**config.mk**
```make
export PLATFORM = sky130hd
export DESIGN_NAME = pal_mc_fabric_flat
export DESIGN_NICKNAME = d
export VERILOG_FILES = /design/src/rtl/pal_mc_fabric_pkg.sv /design/src/rtl/pal_mc_fabric_if.sv /design/src/rtl/pal_mc_fabric_macrocell.sv /design/src/rtl/pal_mc_fabric.sv /design/src/flat_wrapper.sv
export SDC_FILE = /design/constraint.sdc
export NUM_CORES = 2
export LEC_CHECK = 0
export ABC_CLOCK_PERIOD_IN_PS = 64700
export CAP_MARGIN = 30
export CORE_MARGIN = 8
export CORE_UTILIZATION = 45
export CTS_CLUSTER_DIAMETER = 150
export DETAILED_ROUTE_END_ITERATION = 8
export HOLD_SLACK_MARGIN = 0.08
export SLEW_MARGIN = 5
export SYNTH_ARGS = -nofsm -noshare
export SYNTH_HDL_FRONTEND = slang
export SYNTH_SLANG_ARGS = --single-unit
```
**constraint.sdc**
```tcl
create_clock -name clk -period 64.7 [get_ports clk]
set_input_delay 12.94 -clock clk [delete_from_list [all_inputs] [get_ports clk]]
set_output_delay 12.94 -clock clk [all_outputs]
set_load 0.02 [all_outputs]
```
**src/rtl/pal_mc_fabric_pkg.sv**
```systemverilog
// Shared types and configuration-layout helpers for the PAL macrocell fabric.
// All bit offsets index the active configuration vector.
package pal_mc_fabric_pkg;

  typedef enum logic [1:0] {
    MC_COMB = 2'b00,
    MC_D    = 2'b01,
    MC_T    = 2'b10,
    MC_INV  = 2'b11
  } mc_mode_e;

  function automatic int unsigned cfg_len(input int unsigned n, input int unsigned m,
                                          input int unsigned p, input int unsigned fb);
    return 2 * (n + fb * m) * p + m * p + 2 * m;
  endfunction

  // True literal of column j in term p; the complement sits at the next bit.
  function automatic int unsigned and_bit(input int unsigned k, input int unsigned p,
                                          input int unsigned j);
    return p * 2 * k + 2 * j;
  endfunction

  function automatic int unsigned or_bit(input int unsigned k, input int unsigned pn,
                                         input int unsigned m, input int unsigned p);
    return 2 * k * pn + m * pn + p;
  endfunction

  function automatic int unsigned mode_bit(input int unsigned k, input int unsigned pn,
                                           input int unsigned mn, input int unsigned m);
    return 2 * k * pn + mn * pn + 2 * m;
  endfunction

endpackage

```
**src/rtl/pal_mc_fabric_if.sv**
```systemverilog
// Fabric bus: enable, serial config chain and the input/output vectors.
interface pal_mc_fabric_if #(
  parameter int unsigned N = 8,
  parameter int unsigned M = 6
);
  logic         en;
  logic         cfg_in;
  logic         cfg_shift;
  logic         cfg_commit;
  logic         cfg_out;
  logic         cfg_loaded;
  logic         cfg_err;
  logic [N-1:0] in_vars;
  logic [M-1:0] out_vals;

  modport master (
    output en, cfg_in, cfg_shift, cfg_commit, in_vars,
    input  cfg_out, cfg_loaded, cfg_err, out_vals
  );

  modport slave (
    input  en, cfg_in, cfg_shift, cfg_commit, in_vars,
    output cfg_out, cfg_loaded, cfg_err, out_vals
  );
endinterface

```
**src/rtl/pal_mc_fabric_macrocell.sv**
```systemverilog
// One output macrocell: mode decode, q register (D or toggle), gated output mux.
module pal_mc_fabric_macrocell
  import pal_mc_fabric_pkg::*;
(
  input  logic     clk,
  input  logic     rst,
  input  logic     i_en,
  input  logic     i_clr,
  input  mc_mode_e i_mode,
  input  logic     i_s,
  output logic     o_out,
  output logic     o_q
);
  logic r_q;
  logic w_d;

  always_comb begin
    w_d   = (i_mode == MC_T) ? (r_q ^ i_s) : i_s;
    o_out = 1'b0;
    if (i_en) begin
      case (i_mode)
        MC_COMB: o_out = i_s;
        MC_INV:  o_out = ~i_s;
        default: o_out = r_q;
      endcase
    end
  end

  always_ff @(posedge clk or posedge rst) begin
    if (rst) begin
      r_q <= 1'b0;
    end else if (i_clr) begin
      r_q <= 1'b0;
    end else if (i_en) begin
      r_q <= w_d;
    end
  end

  assign o_q = r_q;
endmodule

```
**src/rtl/pal_mc_fabric.sv**
```systemverilog
// PAL fabric with output macrocells and registered feedback. Config is shifted into a
// shadow chain and copied to the active image only on a commit after a full-length load.
module pal_mc_fabric
  import pal_mc_fabric_pkg::*;
#(
  parameter int unsigned N  = 8,
  parameter int unsigned M  = 6,
  parameter int unsigned P  = 19,
  parameter int unsigned FB = 1
) (
  input  logic              clk,
  input  logic              res,
  pal_mc_fabric_if.slave    bus
);
  localparam int unsigned K       = N + FB * M;
  localparam int unsigned CFG_LEN = cfg_len(N, M, P, FB);
  localparam int unsigned CW      = $clog2(CFG_LEN + 1);

  logic [CFG_LEN-1:0] r_shadow;
  logic [CFG_LEN-1:0] r_active;
  logic [CW-1:0]      r_count;
  logic               r_loaded;
  logic               r_err;

  logic               w_commit_ok;
  logic               w_mc_en;
  logic [K-1:0]       w_cols;
  logic [P-1:0]       w_terms;
  logic [M-1:0]       w_s;
  logic [M-1:0]       w_q;
  logic [M-1:0]       w_out;

  // A commit coinciding with a shift is refused even if the count is already full.
  assign w_commit_ok = bus.cfg_commit && !bus.cfg_shift && (r_count == CW'(CFG_LEN));
  assign w_mc_en     = bus.en && r_loaded;

  always_ff @(posedge clk or posedge res) begin
    if (res) begin
      r_shadow <= '0;
      r_active <= '0;
      r_count  <= '0;
      r_loaded <= 1'b0;
      r_err    <= 1'b0;
    end else begin
      if (bus.cfg_shift) begin
        r_shadow <= {bus.cfg_in, r_shadow[CFG_LEN-1:1]};
        if (r_count != CW'(CFG_LEN)) begin
          r_count <= r_count + CW'(1);
        end
      end
      if (bus.cfg_commit) begin
        if (w_commit_ok) begin
          r_active <= r_shadow;
          r_count  <= '0;
          r_loaded <= 1'b1;
          r_err    <= 1'b0;
        end else begin
          r_err <= 1'b1;
        end
      end
    end
  end

  generate
    if (FB != 0) begin : g_fb
      assign w_cols = {w_q, bus.in_vars};
    end else begin : g_nofb
      assign w_cols = bus.in_vars;
    end
  endgenerate

  for (genvar p = 0; p < P; p++) begin : g_and
    logic [K-1:0] w_t;
    logic [K-1:0] w_c;
    for (genvar j = 0; j < K; j++) begin : g_lit
      assign w_t[j] = r_active[and_bit(K, p, j)];
      assign w_c[j] = r_active[and_bit(K, p, j) + 1];
    end
    // Both polarities on one column can never be satisfied, so that case needs no special term.
    assign w_terms[p] = (|(w_t | w_c)) && ((w_t & ~w_cols) == '0) && ((w_c & w_cols) == '0);
  end

  for (genvar m = 0; m < M; m++) begin : g_or
    assign w_s[m] = |(w_terms & r_active[or_bit(K, P, m, 0) +: P]);

    pal_mc_fabric_macrocell u_mc (
      .clk    (clk),
      .rst    (res),
      .i_en   (w_mc_en),
      .i_clr  (w_commit_ok),
      .i_mode (mc_mode_e'(r_active[mode_bit(K, P, M, m) +: 2])),
      .i_s    (w_s[m]),
      .o_out  (w_out[m]),
      .o_q    (w_q[m])
    );
  end

  assign bus.out_vals   = w_out;
  assign bus.cfg_out    = r_shadow[0];
  assign bus.cfg_loaded = r_loaded;
  assign bus.cfg_err    = r_err;
endmodule

```
**src/flat_wrapper.sv**
```systemverilog
// flat-port wrapper written by rule: the top's interface ports become plain ports
module pal_mc_fabric_flat import pal_mc_fabric_pkg::*;
#(
  parameter int unsigned N  = 8,
  parameter int unsigned M  = 6,
  parameter int unsigned P  = 19,
  parameter int unsigned FB = 1
)
  (clk, res, bus_en, bus_cfg_in, bus_cfg_shift, bus_cfg_commit, bus_in_vars, bus_cfg_out, bus_cfg_loaded, bus_cfg_err, bus_out_vals);
  pal_mc_fabric_if #(.N(N), .M(M)) bus_i ();
  input  logic clk;
  input  logic res;
  input wire logic [$bits(bus_i.en)-1:0] bus_en;
  input wire logic [$bits(bus_i.cfg_in)-1:0] bus_cfg_in;
  input wire logic [$bits(bus_i.cfg_shift)-1:0] bus_cfg_shift;
  input wire logic [$bits(bus_i.cfg_commit)-1:0] bus_cfg_commit;
  input wire logic [$bits(bus_i.in_vars)-1:0] bus_in_vars;
  output wire logic [$bits(bus_i.cfg_out)-1:0] bus_cfg_out;
  output wire logic [$bits(bus_i.cfg_loaded)-1:0] bus_cfg_loaded;
  output wire logic [$bits(bus_i.cfg_err)-1:0] bus_cfg_err;
  output wire logic [$bits(bus_i.out_vals)-1:0] bus_out_vals;
  assign bus_i.en = bus_en;
  assign bus_i.cfg_in = bus_cfg_in;
  assign bus_i.cfg_shift = bus_cfg_shift;
  assign bus_i.cfg_commit = bus_cfg_commit;
  assign bus_i.in_vars = bus_in_vars;
  assign bus_cfg_out = bus_i.cfg_out;
  assign bus_cfg_loaded = bus_i.cfg_loaded;
  assign bus_cfg_err = bus_i.cfg_err;
  assign bus_out_vals = bus_i.out_vals;
  pal_mc_fabric #(.N(N), .M(M), .P(P), .FB(FB)) u_core (.clk(clk), .res(res), .bus(bus_i));
endmodule
```
==> results.ini <==
[clock_network]
cts_max_path_buffers=3
htreeDepth=4
tritoncts=done
clock_sinks=1334
post_cts_repair_timing_setup_buffer_count=0
ctsResizeCount=0
clkSlewWorstSetupHoldPaths_ns=0.06
cts-buffers-inserted=142
postCtsHoldBufs=0
clk_latency_ns=0.77
cts_root_buffer=sky130_fd_sc_hd__clkbuf_16

[synth]
yosysSeqAreaShare_pct=59.5
yosys_register_bits=1334
syn_nets=5149
asyncSetResetFlopFracSynth_pct=100
synth.distinct_cells=67
synthCells=5115
yosysWarningCount=0
yosys_most_used_dff=sky130_fd_sc_hd__dfrtp_1
synth.top_cells.by_area=sky130_fd_sc_hd__dfrtp_1 (59%), sky130_fd_sc_hd__mux2_2 (14%), sky130_fd_sc_hd__nand2_1 (13%)
avgSynthCellArea_um2=11.0
yosys.area.top_type_share_pct=59.5
yosys.area.top_type=sky130_fd_sc_hd__dfrtp_1
synth.cell_area_um2=56100
synth_enable_flop_cells=0

[cells_and_area]
layout.filler_cells=11000
final-instance-count-excl-fill=6842
antenna_cells_inserted=0
nets=5130
drive_gt1_share_pct=19.5
flow.area_growth_from_synthesis_pct=11.8

[grt]
grt_start_max_net_pins=197
gr-usage-all-layers_pct=20.2
grt_antenna_before_repair=1
grt_pass1_wl_um=220000
grt_pass1_vias=36900
gr-total-overflow=0

[sta]
timing.setup.tns_ns=0
period_share_pct=46.0
timing.clock.skew_ns=0.0273
post-route-min-period_ns=29.77
final.hold.worst_slack_ns=0.465
worst_slack_ns=34.93
fmaxAchievable_mhz=33.6
worst_max_slew_pin_slew_ns=1.13
slew_headroom_pct=24.7
final-hold-violation-count=0
rsz0062_at_grt=false
timing.final.setup_violations=0
final_max_slew_viol_count=0

[setup_path]
end_kind=primary output
timing_worst_setup_path_type=in2out
crit_path_max_fanout=24
critical_path.startpoint_type=input pin
worstPathArrival_ns=16.83
cp_data_required_time_ns=51.76

[power_and_ir_drop]
power_density_nw_per_um2=27.9
cellLeakagePower_uw=0.0334
worst_ir_drop_vdd_mv=0.0202
power.total_uw=1750

[detailed_routing]
routed_via_density=5.40
drt_pre_antenna_iters=5
drt-initial-drc-count=2960
drcViolationCount=0
routed_wire_length_um=137000
dr_total_vias=37000
wl_per_cell_um=20.0
final_antenna_net_count=0

[placed_design]
numPlacedInstances=6577
port_buffers=22
pre_cts_slack_ns=34.65
gp_routability_congestion=0.914
place_hpwl_um=88300

[floorplan]
fp-row-count=129
dieHeight_um=369
boundaryPins=23
die-width_um=369
design.core.area_um2=124000
floorplan.initialDensity_pct=45.3
die-area_um2=136000

[status]
run_status=complete, no violations

[job]
max_cap_violations=0

[hold_path]
min-delay-path-class=reg2reg

## metrics by stage
step	utilization, %	area (µm²)
CTS	50.5	62500
detailed placement	46.6	57700
finish	50.7	62700
global placement	46.6	57700
floorplan	-	56100
global route	50.7	62700
## per-layer routing
metal	track usage (%)	up-vias	share of wire, %
met2	30.4	773	44
met1	29.8	18800	48
met3	3.22	231	4.4
li1	-	17200	-
met4	7.10	0	3.3
met5	0	-	0
## cell usage in the layout (no fill, tap or decap), types with 6 or more instances in the layout
master / synthesis / final
sky130_fd_sc_hd__inv_1: 40 / 39
sky130_fd_sc_hd__clkdlybuf4s50_1: 0 / 13
sky130_fd_sc_hd__o211ai_1: 6 / 6
sky130_fd_sc_hd__nand2_1: 2001 / 2001
sky130_fd_sc_hd__a22o_1: 9 / 9
sky130_fd_sc_hd__o2111ai_1: 7 / 7
sky130_fd_sc_hd__dfrtp_2: 0 / 6
sky130_fd_sc_hd__buf_2: 0 / 11
sky130_fd_sc_hd__bufinv_16: 0 / 11
sky130_fd_sc_hd__nor4_1: 144 / 143
sky130_fd_sc_hd__a2111oi_2: 6 / 6
sky130_fd_sc_hd__a22oi_1: 8 / 8
sky130_fd_sc_hd__nand3_1: 42 / 42
sky130_fd_sc_hd__mux2_2: 673 / 673
sky130_fd_sc_hd__a211oi_1: 20 / 20
sky130_fd_sc_hd__o21ai_0: 28 / 28
sky130_fd_sc_hd__clkbuf_16: 0 / 143
sky130_fd_sc_hd__ha_1: 20 / 20
sky130_fd_sc_hd__and4_1: 24 / 24
sky130_fd_sc_hd__mux2i_1: 237 / 237
sky130_fd_sc_hd__buf_16: 0 / 10
sky130_fd_sc_hd__inv_6: 0 / 9
sky130_fd_sc_hd__nor2b_1: 8 / 8
sky130_fd_sc_hd__a21oi_1: 6 / 6
sky130_fd_sc_hd__clkbuf_1: 217 / 32
sky130_fd_sc_hd__clkbuf_8: 0 / 30
sky130_fd_sc_hd__clkinv_2: 0 / 21
sky130_fd_sc_hd__buf_4: 22 / 59
sky130_fd_sc_hd__and3_1: 31 / 31
sky130_fd_sc_hd__nor3_1: 22 / 22
sky130_fd_sc_hd__nor2_1: 32 / 32
sky130_fd_sc_hd__dfrtp_1: 1334 / 1328
sky130_fd_sc_hd__and2_1: 11 / 11
sky130_fd_sc_hd__nand4_1: 63 / 63
## report_power, final
group          internal [µW]  switching [µW]
registers                845            15.5
logic                   24.8            41.9
clock network            487             337
total                   1360             394
## cell usage after synthesis, types with 20 or more instances
master,number
sky130_fd_sc_hd__and4_1,24
sky130_fd_sc_hd__clkbuf_1,217
sky130_fd_sc_hd__nor3_1,22
sky130_fd_sc_hd__inv_1,40
sky130_fd_sc_hd__and3_1,31
sky130_fd_sc_hd__mux2i_1,237
sky130_fd_sc_hd__buf_4,22
sky130_fd_sc_hd__ha_1,20
sky130_fd_sc_hd__dfrtp_1,1334
sky130_fd_sc_hd__nand4_1,63
sky130_fd_sc_hd__nand2_1,2001
sky130_fd_sc_hd__a211oi_1,20
sky130_fd_sc_hd__nor4_1,144
sky130_fd_sc_hd__o21ai_0,28
sky130_fd_sc_hd__mux2_2,673
sky130_fd_sc_hd__nor2_1,32
sky130_fd_sc_hd__nand3_1,42
## critical path, stage by stage
cell	delay (ns)
sky130_fd_sc_hd__buf_2	0.08
sky130_fd_sc_hd__buf_4	0.49
sky130_fd_sc_hd__nor2b_1	0.11
sky130_fd_sc_hd__a211oi_1	0.37
sky130_fd_sc_hd__nor3b_1	0.61
sky130_fd_sc_hd__nand3_1	0.26
sky130_fd_sc_hd__o2111ai_1	0.23
sky130_fd_sc_hd__a2111oi_1	0.08
sky130_fd_sc_hd__clkbuf_2	0.19
sky130_fd_sc_hd__nand3_1	0.09
sky130_fd_sc_hd__nor3b_1	0.58
sky130_fd_sc_hd__clkdlybuf4s50_1	0.74
## cells by family after synthesis
kind of cell	share of synthesized area, %
AND/OR/NAND/NOR	17.9
multiplexers	17.8
adder cells (fa/ha/maj)	0.446
AO/OA/AOI/OAI	1.80
XOR/XNOR	0.125
buffers and inverters	2.45
flip-flops	59.5
## registers in the layout, summed over array words and instances (netlist names)
register,count
u_core.bus.cfg_loaded,1
u_core.r_shadow,658
u_core.g_or.u_mc.o_q,6
u_core.r_count,10
u_core.r_active,658
u_core.bus.cfg_err,1
## final cells by class
cell class	instances	area (µm²)	area share, %
Inverter	40	158	0.251
Clock inverter	48	614	0.980
Sequential cell	1334	33400	53.2
Timing Repair Buffer	101	1020	1.63
Multi-Input combinational cell	3477	21400	34.1
Clock buffer	205	4110	6.56
Tap cell	1637	2050	3.27
## final timing paths
check / slack, ns / start / end / cells past startpoint
setup reg to reg: 60.08 / u_core.r_count[0] / u_core.r_active[282] / 10
setup / recovery: 34.93 / bus_in_vars[1] / bus_out_vals[4] / 12
hold reg to reg: 0.47 / u_core.r_active[571] / u_core.r_active[571] / 2
hold / removal: 0.47 / u_core.r_active[571] / u_core.r_active[571] / 2
max in group asynchronous: 47.83 / res / u_core.r_active[193] / 7
min in group asynchronous: 12.49 / res / u_core.r_active[405] / 2
Power figures use the tool's default switching activity.
